===== src/rtl/pwm_cfg_spi_if.sv =====
// SPI pin bundle between an external SPI master and the PWM configuration slave.
// Mode 0, MSB first; the slave only oversamples these pins, it never uses sclk_i as a clock.
interface pwm_cfg_spi_if;
    logic sclk_i;
    logic cs_ni;
    logic mosi_i;
    logic miso_o;

    modport master (output sclk_i, output cs_ni, output mosi_i, input miso_o);
    modport slave  (input sclk_i, input cs_ni, input mosi_i, output miso_o);
endinterface


===== src/rtl/pwm_cfg_spi.sv =====
// SPI-slave configuration stage for the PWM: 16-bit frames write three shadow registers,
// and a commit command copies all shadows to the active outputs in a single cycle.
module pwm_cfg_spi #(
    parameter int         SYNC_STAGES = 2,
    parameter logic [7:0] RST_SET     = 8'd0,
    parameter logic [7:0] RST_CLR     = 8'd0,
    parameter logic [7:0] RST_RELOAD  = 8'd255
) (
    input  logic         clk_i,
    input  logic         res_ni,
    pwm_cfg_spi_if.slave spi,
    output logic [7:0]   set_thres_o,
    output logic [7:0]   clr_thres_o,
    output logic [7:0]   reload_o,
    output logic         commit_o
);

    logic [SYNC_STAGES-1:0] r_sclk_sync;
    logic [SYNC_STAGES-1:0] r_cs_sync;
    logic [SYNC_STAGES-1:0] r_mosi_sync;
    logic                   r_sclk_d;
    logic                   r_cs_d;

    logic                   w_sclk;
    logic                   w_cs_n;
    logic                   w_mosi;
    logic                   w_sclk_rise;
    logic                   w_sclk_fall;
    logic                   w_cs_fall;

    logic [4:0]             r_bit_cnt;
    logic [15:0]            r_rx;
    logic [7:0]             r_tx;
    logic                   r_miso;
    logic                   r_exec;
    logic                   r_load;

    logic [7:0]             r_set_sh;
    logic [7:0]             r_clr_sh;
    logic [7:0]             r_rel_sh;
    logic [7:0]             r_set_act;
    logic [7:0]             r_clr_act;
    logic [7:0]             r_rel_act;
    logic                   r_commit;
    logic [7:0]             w_rd_data;

    assign w_sclk      = r_sclk_sync[SYNC_STAGES-1];
    assign w_cs_n      = r_cs_sync[SYNC_STAGES-1];
    assign w_mosi      = r_mosi_sync[SYNC_STAGES-1];
    assign w_sclk_rise = w_sclk & ~r_sclk_d;
    assign w_sclk_fall = ~w_sclk & r_sclk_d;
    assign w_cs_fall   = r_cs_d & ~w_cs_n;

    // cs_n synchronizer resets high so reset release never looks like a frame start.
    always_ff @(posedge clk_i or negedge res_ni) begin
        if (!res_ni) begin
            r_sclk_sync <= '0;
            r_cs_sync   <= '1;
            r_mosi_sync <= '0;
            r_sclk_d    <= 1'b0;
            r_cs_d      <= 1'b1;
        end else begin
            r_sclk_sync <= {r_sclk_sync[SYNC_STAGES-2:0], spi.sclk_i};
            r_cs_sync   <= {r_cs_sync[SYNC_STAGES-2:0], spi.cs_ni};
            r_mosi_sync <= {r_mosi_sync[SYNC_STAGES-2:0], spi.mosi_i};
            r_sclk_d    <= w_sclk;
            r_cs_d      <= w_cs_n;
        end
    end

    // After 8 bits the command byte sits in r_rx[7:0], so the address is r_rx[2:0].
    always_comb begin
        w_rd_data = 8'h00;
        case (r_rx[2:0])
            3'd0:    w_rd_data = r_set_sh;
            3'd1:    w_rd_data = r_clr_sh;
            3'd2:    w_rd_data = r_rel_sh;
            3'd4:    w_rd_data = r_set_act;
            3'd5:    w_rd_data = r_clr_act;
            3'd6:    w_rd_data = r_rel_act;
            default: w_rd_data = 8'h00;
        endcase
    end

    // Deasserted cs_n holds the counter at zero, which is also how an aborted frame is dropped.
    always_ff @(posedge clk_i or negedge res_ni) begin
        if (!res_ni) begin
            r_bit_cnt <= 5'd0;
            r_rx      <= 16'h0000;
            r_tx      <= 8'h00;
            r_miso    <= 1'b0;
            r_exec    <= 1'b0;
            r_load    <= 1'b0;
        end else begin
            r_exec <= 1'b0;
            r_load <= 1'b0;
            if (w_cs_n) begin
                r_bit_cnt <= 5'd0;
                r_miso    <= 1'b0;
            end else if (w_cs_fall) begin
                r_bit_cnt <= 5'd0;
                r_rx      <= 16'h0000;
                r_miso    <= 1'b0;
            end else begin
                if (w_sclk_rise && r_bit_cnt != 5'd16) begin
                    r_rx      <= {r_rx[14:0], w_mosi};
                    r_bit_cnt <= r_bit_cnt + 5'd1;
                    r_exec    <= (r_bit_cnt == 5'd15);
                    r_load    <= (r_bit_cnt == 5'd7);
                end
                if (r_load) begin
                    r_tx <= w_rd_data;
                end else if (w_sclk_fall) begin
                    if (r_bit_cnt >= 5'd8 && r_bit_cnt != 5'd16) begin
                        r_miso <= r_tx[7];
                        r_tx   <= {r_tx[6:0], 1'b0};
                    end else begin
                        r_miso <= 1'b0;
                    end
                end
            end
        end
    end

    always_ff @(posedge clk_i or negedge res_ni) begin
        if (!res_ni) begin
            r_set_sh  <= RST_SET;
            r_clr_sh  <= RST_CLR;
            r_rel_sh  <= RST_RELOAD;
            r_set_act <= RST_SET;
            r_clr_act <= RST_CLR;
            r_rel_act <= RST_RELOAD;
            r_commit  <= 1'b0;
        end else begin
            r_commit <= 1'b0;
            if (r_exec && r_rx[15]) begin
                case (r_rx[10:8])
                    3'd0: r_set_sh <= r_rx[7:0];
                    3'd1: r_clr_sh <= r_rx[7:0];
                    3'd2: r_rel_sh <= r_rx[7:0];
                    3'd3: begin
                        if (r_rx[0]) begin
                            r_set_act <= r_set_sh;
                            r_clr_act <= r_clr_sh;
                            r_rel_act <= r_rel_sh;
                            r_commit  <= 1'b1;
                        end
                    end
                    default: ;
                endcase
            end
        end
    end

    assign set_thres_o = r_set_act;
    assign clr_thres_o = r_clr_act;
    assign reload_o    = r_rel_act;
    assign commit_o    = r_commit;
    assign spi.miso_o  = r_miso & ~w_cs_n;

endmodule


===== src/flat_wrapper.sv =====
// flat-port wrapper written by rule: the top's interface ports become plain ports
module pwm_cfg_spi_flat 
#(
    parameter int         SYNC_STAGES = 2,
    parameter logic [7:0] RST_SET     = 8'd0,
    parameter logic [7:0] RST_CLR     = 8'd0,
    parameter logic [7:0] RST_RELOAD  = 8'd255
)
  (clk_i, res_ni, set_thres_o, clr_thres_o, reload_o, commit_o, spi_sclk_i, spi_cs_ni, spi_mosi_i, spi_miso_o);
  pwm_cfg_spi_if spi_i ();
  input  logic clk_i;
  input  logic res_ni;
  output logic [7:0] set_thres_o;
  output logic [7:0] clr_thres_o;
  output logic [7:0] reload_o;
  output logic commit_o;
  input wire logic [$bits(spi_i.sclk_i)-1:0] spi_sclk_i;
  input wire logic [$bits(spi_i.cs_ni)-1:0] spi_cs_ni;
  input wire logic [$bits(spi_i.mosi_i)-1:0] spi_mosi_i;
  output wire logic [$bits(spi_i.miso_o)-1:0] spi_miso_o;
  assign spi_i.sclk_i = spi_sclk_i;
  assign spi_i.cs_ni = spi_cs_ni;
  assign spi_i.mosi_i = spi_mosi_i;
  assign spi_miso_o = spi_i.miso_o;
  pwm_cfg_spi #(.SYNC_STAGES(SYNC_STAGES), .RST_SET(RST_SET), .RST_CLR(RST_CLR), .RST_RELOAD(RST_RELOAD)) u_core (.clk_i(clk_i), .res_ni(res_ni), .spi(spi_i), .set_thres_o(set_thres_o), .clr_thres_o(clr_thres_o), .reload_o(reload_o), .commit_o(commit_o));
endmodule

===== config.mk =====
export PLATFORM = sky130hd
export DESIGN_NAME = pwm_cfg_spi_flat
export DESIGN_NICKNAME = d
export VERILOG_FILES = /design/src/rtl/pwm_cfg_spi_if.sv /design/src/rtl/pwm_cfg_spi.sv /design/src/flat_wrapper.sv
export SDC_FILE = /design/constraint.sdc
export NUM_CORES = 1
export LEC_CHECK = 0
export BUFFER_PORTS_ARGS = -buffer_cell sky130_fd_sc_hd__clkbuf_2
export CAP_MARGIN = 25
export CORE_UTILIZATION = 60
export CTS_CLUSTER_DIAMETER = 30
export CTS_CLUSTER_SIZE = 20
export DETAILED_ROUTE_END_ITERATION = 6
export GPL_TIMING_DRIVEN = 0
export PLACE_DENSITY = 0.8
export SYNTH_ARGS = -nofsm -noshare
export SYNTH_HDL_FRONTEND = slang
export SYNTH_SLANG_ARGS = --single-unit

===== constraint.sdc =====
create_clock -name clk_i -period 3.26 [get_ports clk_i]
set_clock_uncertainty 0.05 [all_clocks]
set_input_delay 0.326 -clock clk_i [delete_from_list [all_inputs] [get_ports clk_i]]
set_output_delay 0.326 -clock clk_i [all_outputs]
set_load 0.1 [all_outputs]

==> results.md <==
| Group | Quantity | Value |
| --- | --- | --- |
| global route | Largest net degree at the start of global routing | 47 |
| cts | Sink Count | 89 |
| synthesis | Leading post-synthesis cells by cell area | sky130_fd_sc_hd__dfrtp_1, sky130_fd_sc_hd__mux2_2, sky130_fd_sc_hd__dfstp_2, sky130_fd_sc_hd__a22o_1, sky130_fd_sc_hd__mux2i_1 |
| place | Placed cell count | 386 |
| synthesis | Post-Syn Instances | 278 |
| route | Post-route ant nets | 0 |
| global route | Via count of the first global-routing pass | 2486 |
| synthesis | Fraction of synthesis flops using an asynchronous set or reset pin | 100% |
| critical path | WP data required | 3.51 ns |
| global route | GRT Util Overall | 24.7% |
| pwr | Maximum vdd ir drop | 324 µV |
| synthesis | Average instance area after synthesis | 14.2 µm² |
| run | Number of maximum-capacitance constraint violations | 0 |
| floorplan | Core Region | 6350 µm² |
| pwr | Pwr dens | 464 nW/µm² |
| finish | Number of nets in the layout | 330 |
| synthesis | Dominant cell by count in the synthesized netlist | sky130_fd_sc_hd__dfrtp_1 |
| hold path | Kind of path behind the tightest hold check | input pin to flop |
| route | DRC violations left | 0 |
| synthesis | Distinct cell type count of the synthesized netlist | 49 |
| synthesis | Number of nets produced by synthesis | 286 |
| sta | Final-layout setup total negative slack | 0 ns |
| synthesis | Number of enable flip-flop cells after synthesis | 0 |
| route | Sum of routed wire length over all layers | 7.88 mm |
| sta | Portion of the clock cycle consumed by the worst path in the final layout | 58.6% |
| critical path | CP Launch Type | flop |
| cts | CTS clk-pin slew, worst paths | 0.08 ns |
| sta | Smallest hold slack | 0.0191 ns |
| route | Avg Vias per Cell | 6.09 |
| cts | CTS tree | done |
| floorplan | Die Span X | 83.0 µm |
| synthesis | Leading register cell type out of synthesis | sky130_fd_sc_hd__dfrtp_1 |
| route | Via count | 2462 |
| critical path | Classification of the worst setup path | flop to flop |
| synthesis | Synth Register Bits | 89 |
| critical path | Capturing element type of the critical path | flop |
| finish | Share of layout cells above drive strength 1 | 45.3% |
| place | Global placement routability congestion | 0.872 |
| finish | Final cell count without fillers | 404 |
| synthesis | Area share of the largest cell type after synthesis | 44.5% |
| synthesis | Share of synthesized area occupied by flip-flops and latches | 57.1% |
| synthesis | Biggest area consumer among synthesized cells | sky130_fd_sc_hd__dfrtp_1 |
| floorplan | Initial core utilization | 62.0% |
| sta | Highest clock frequency the design can meet | 523 MHz |
| place | HPWL after detailed placement | 5.45 mm |
| global route | Grt ovf | 0 |
| route | Number of detailed-routing iterations run before antenna repair | 5 |
| outcome | Status | completed |
| sta | Worst-Margin Slew | 0.619 ns |
| cts | Buffer count from post-CTS setup fixing | 0 |
| sta | Worst-case headroom to the max-slew limit | 58.7% |
| pwr | Leakage power figure | 2.09 nW |
| finish | Ant. Diodes | 0 |
| synthesis | Synth warnings | 0 |
| sta | Max-slew violation count | 0 |
| global route | Initial antenna violation count | 0 |
| cts | Total clock buffers created by CTS | 9 |
| cts | Insertion delay to the later sink of the worst-skew pair | 0.36 ns |
| sta | Unrepaired setup endpoints after global routing | false |
| sta | Final hold violation count | 0 |
| cts | Cell chosen for the clock root | sky130_fd_sc_hd__clkbuf_8 |
| sta | Final worst path period need | 1.91 ns |
| floorplan | Number of placed I/O pins | 31 |
| floorplan | Floorplan die area | 6890 µm² |
| cts | Buffer levels on the longest clock path | 2 |
| floorplan | Std-Cell Rows | 29 |
| sta | Total of endpoints with negative setup slack in the final report | 0 |
| route | Avg WL per Cell | 19.5 µm |
| synthesis | Mapped cell area | 3940 µm² |
| synthesis | Leading post-synthesis cells by instance count | sky130_fd_sc_hd__dfrtp_1, sky130_fd_sc_hd__mux2_2, sky130_fd_sc_hd__dfstp_2 |
| floorplan | Die H | 83.0 µm |
| finish | Synthesis-to-layout area growth | 13.6% |
| cts | CTS H-tree lvls | 3 |
| finish | Filler Cells Inserted | 439 |
| critical path | CP max FO | 10 |
| critical path | Critical Path AT | 2.16 ns |
| finish | Final core utilization | 70.5% |
| route | Number of DRC violations after detailed-routing iteration 0 | 118 |
| global route | First-pass GRT wire length | 12.9 mm |
| pwr | Tot Pwr | 2.07 mW |
| place | Port-buffer cells | 30 |
## path summary, 6_finish.rpt
check	startpoint	end	slack [ns]	cells past startpoint
max	u_core.r_bit_cnt[0]$_DFFE_PN0P_	u_core.r_rx[11]$_DFFE_PN0P_	1.35	8
min	spi_mosi_i	u_core.r_mosi_sync[0]$_DFF_PN0_	0.02	1
max reg2reg	u_core.r_bit_cnt[0]$_DFFE_PN0P_	u_core.r_rx[11]$_DFFE_PN0P_	1.35	8
min reg2reg	u_core.r_cs_sync[0]$_DFF_PN1_	u_core.r_cs_sync[1]$_DFF_PN1_	0.31	0
max in group asynchronous	res_ni	u_core.reload_o[1]$_DFFE_PN1P_	1.99	3
min in group asynchronous	res_ni	u_core.r_rx[6]$_DFFE_PN0P_	0.48	2
## flip-flops by register name (all words and copies together) (netlist names), 2 cells and up
name                count
u_core.r_cs_sync        2
u_core.r_clr_sh         8
u_core.r_mosi_sync      2
u_core.r_rx            16
u_core.r_sclk_sync      2
u_core.set_thres_o      8
u_core.reload_o         8
u_core.clr_thres_o      8
u_core.r_set_sh         8
u_core.r_tx             8
u_core.r_bit_cnt        5
u_core.r_rel_sh         8
## repair_timing
action | CTS | global route
hold buffers | 2 | 0
endpoints found under the hold margin | 41 | 0
resized for setup | 0 | 0
## cell families (layout without fill, tap and decap cells)
kind of cell	after synthesis	count (layout)	share of synthesized area [%]
AND/OR/NAND/NOR	42	42	6.86
AO/OA/AOI/OAI	52	52	11.1
adder cells (fa/ha/maj)	3	3	0.953
XOR/XNOR	3	3	0.667
flip-flops	89	89	57.1
multiplexers	66	66	19.6
buffers and inverters	23	72	3.68
## placed cells by master, fill, tap and decap left out, types with 2 or more instances in the layout
| cell type | count |
|---|---|
| sky130_fd_sc_hd__o22ai_1 | 2 |
| sky130_fd_sc_hd__buf_2 | 11 |
| sky130_fd_sc_hd__inv_1 | 4 |
| sky130_fd_sc_hd__mux2i_1 | 8 |
| sky130_fd_sc_hd__xor2_1 | 2 |
| sky130_fd_sc_hd__dfrtp_1 | 70 |
| sky130_fd_sc_hd__a211oi_1 | 3 |
| sky130_fd_sc_hd__a221oi_1 | 3 |
| sky130_fd_sc_hd__dlygate4sd3_1 | 2 |
| sky130_fd_sc_hd__a22oi_1 | 5 |
| sky130_fd_sc_hd__dfstp_2 | 19 |
| sky130_fd_sc_hd__and3_1 | 3 |
| sky130_fd_sc_hd__ha_1 | 3 |
| sky130_fd_sc_hd__o21ai_0 | 3 |
| sky130_fd_sc_hd__mux4_2 | 3 |
| sky130_fd_sc_hd__mux2_2 | 53 |
| sky130_fd_sc_hd__buf_6 | 6 |
| sky130_fd_sc_hd__bufinv_16 | 2 |
| sky130_fd_sc_hd__nor2b_1 | 5 |
| sky130_fd_sc_hd__nand2b_1 | 4 |
| sky130_fd_sc_hd__and2_1 | 4 |
| sky130_fd_sc_hd__clkbuf_2 | 29 |
| sky130_fd_sc_hd__a221o_1 | 5 |
| sky130_fd_sc_hd__nor2_1 | 11 |
| sky130_fd_sc_hd__clkbuf_8 | 12 |
| sky130_fd_sc_hd__a21oi_1 | 5 |
| sky130_fd_sc_hd__a22o_1 | 16 |
| sky130_fd_sc_hd__nand2_1 | 5 |
## metal layers
| layer | global-route usage [%] | wire (µm) | vias to the layer above |
|---|---|---|---|
| li1 | - | - | 1120 |
| met4 | 9.40 | 156 | 0 |
| met2 | 37.9 | 3850 | 55 |
| met1 | 34.3 | 3560 | 1276 |
| met5 | 0 | 0 | - |
| met3 | 6.36 | 309 | 11 |
## cell type report
cell class	instances	area (µm²)	share of cell area [%]
Sequential cell	89	2250	50.3
Multi-Input combinational cell	166	1540	34.5
Timing Repair Buffer	33	200	4.47
Clock buffer	12	165	3.69
Buffer	18	126	2.82
Tap cell	77	96.3	2.15
Clock inverter	4	73.8	1.65
Inverter	5	18.8	0.419
## critical path, cell delays in order (launching register included)
cell	delay, ns
sky130_fd_sc_hd__dfrtp_1	0.43
sky130_fd_sc_hd__inv_1	0.08
sky130_fd_sc_hd__ha_1	0.28
sky130_fd_sc_hd__nand4bb_4	0.15
sky130_fd_sc_hd__and2_1	0.19
sky130_fd_sc_hd__buf_6	0.13
sky130_fd_sc_hd__o21bai_4	0.24
sky130_fd_sc_hd__buf_6	0.18
sky130_fd_sc_hd__a22o_1	0.12
## per-stage QoR
step | cell area (µm²) | setup slack [ns]
2_1_floorplan | 3940 | 1.18
3_3_place_gp | 4190 | 0.841
3_5_place_dp | 4220 | 1.36
4_1_cts | 4480 | 1.34
5_1_grt | 4480 | 1.25
6_report | 4480 | 1.35
## where the power goes
| part | switching (mW) | internal [mW] | total [mW] | leakage, nW |
|---|---|---|---|---|
| registers | 0.00585 | 1.11 | 1.12 | 1.16 |
| logic | 0.0528 | 0.0252 | 0.0781 | 0.807 |
| clock network | 0.382 | 0.495 | 0.877 | 0.123 |
Note: power is estimated with default switching activity, not from simulation.
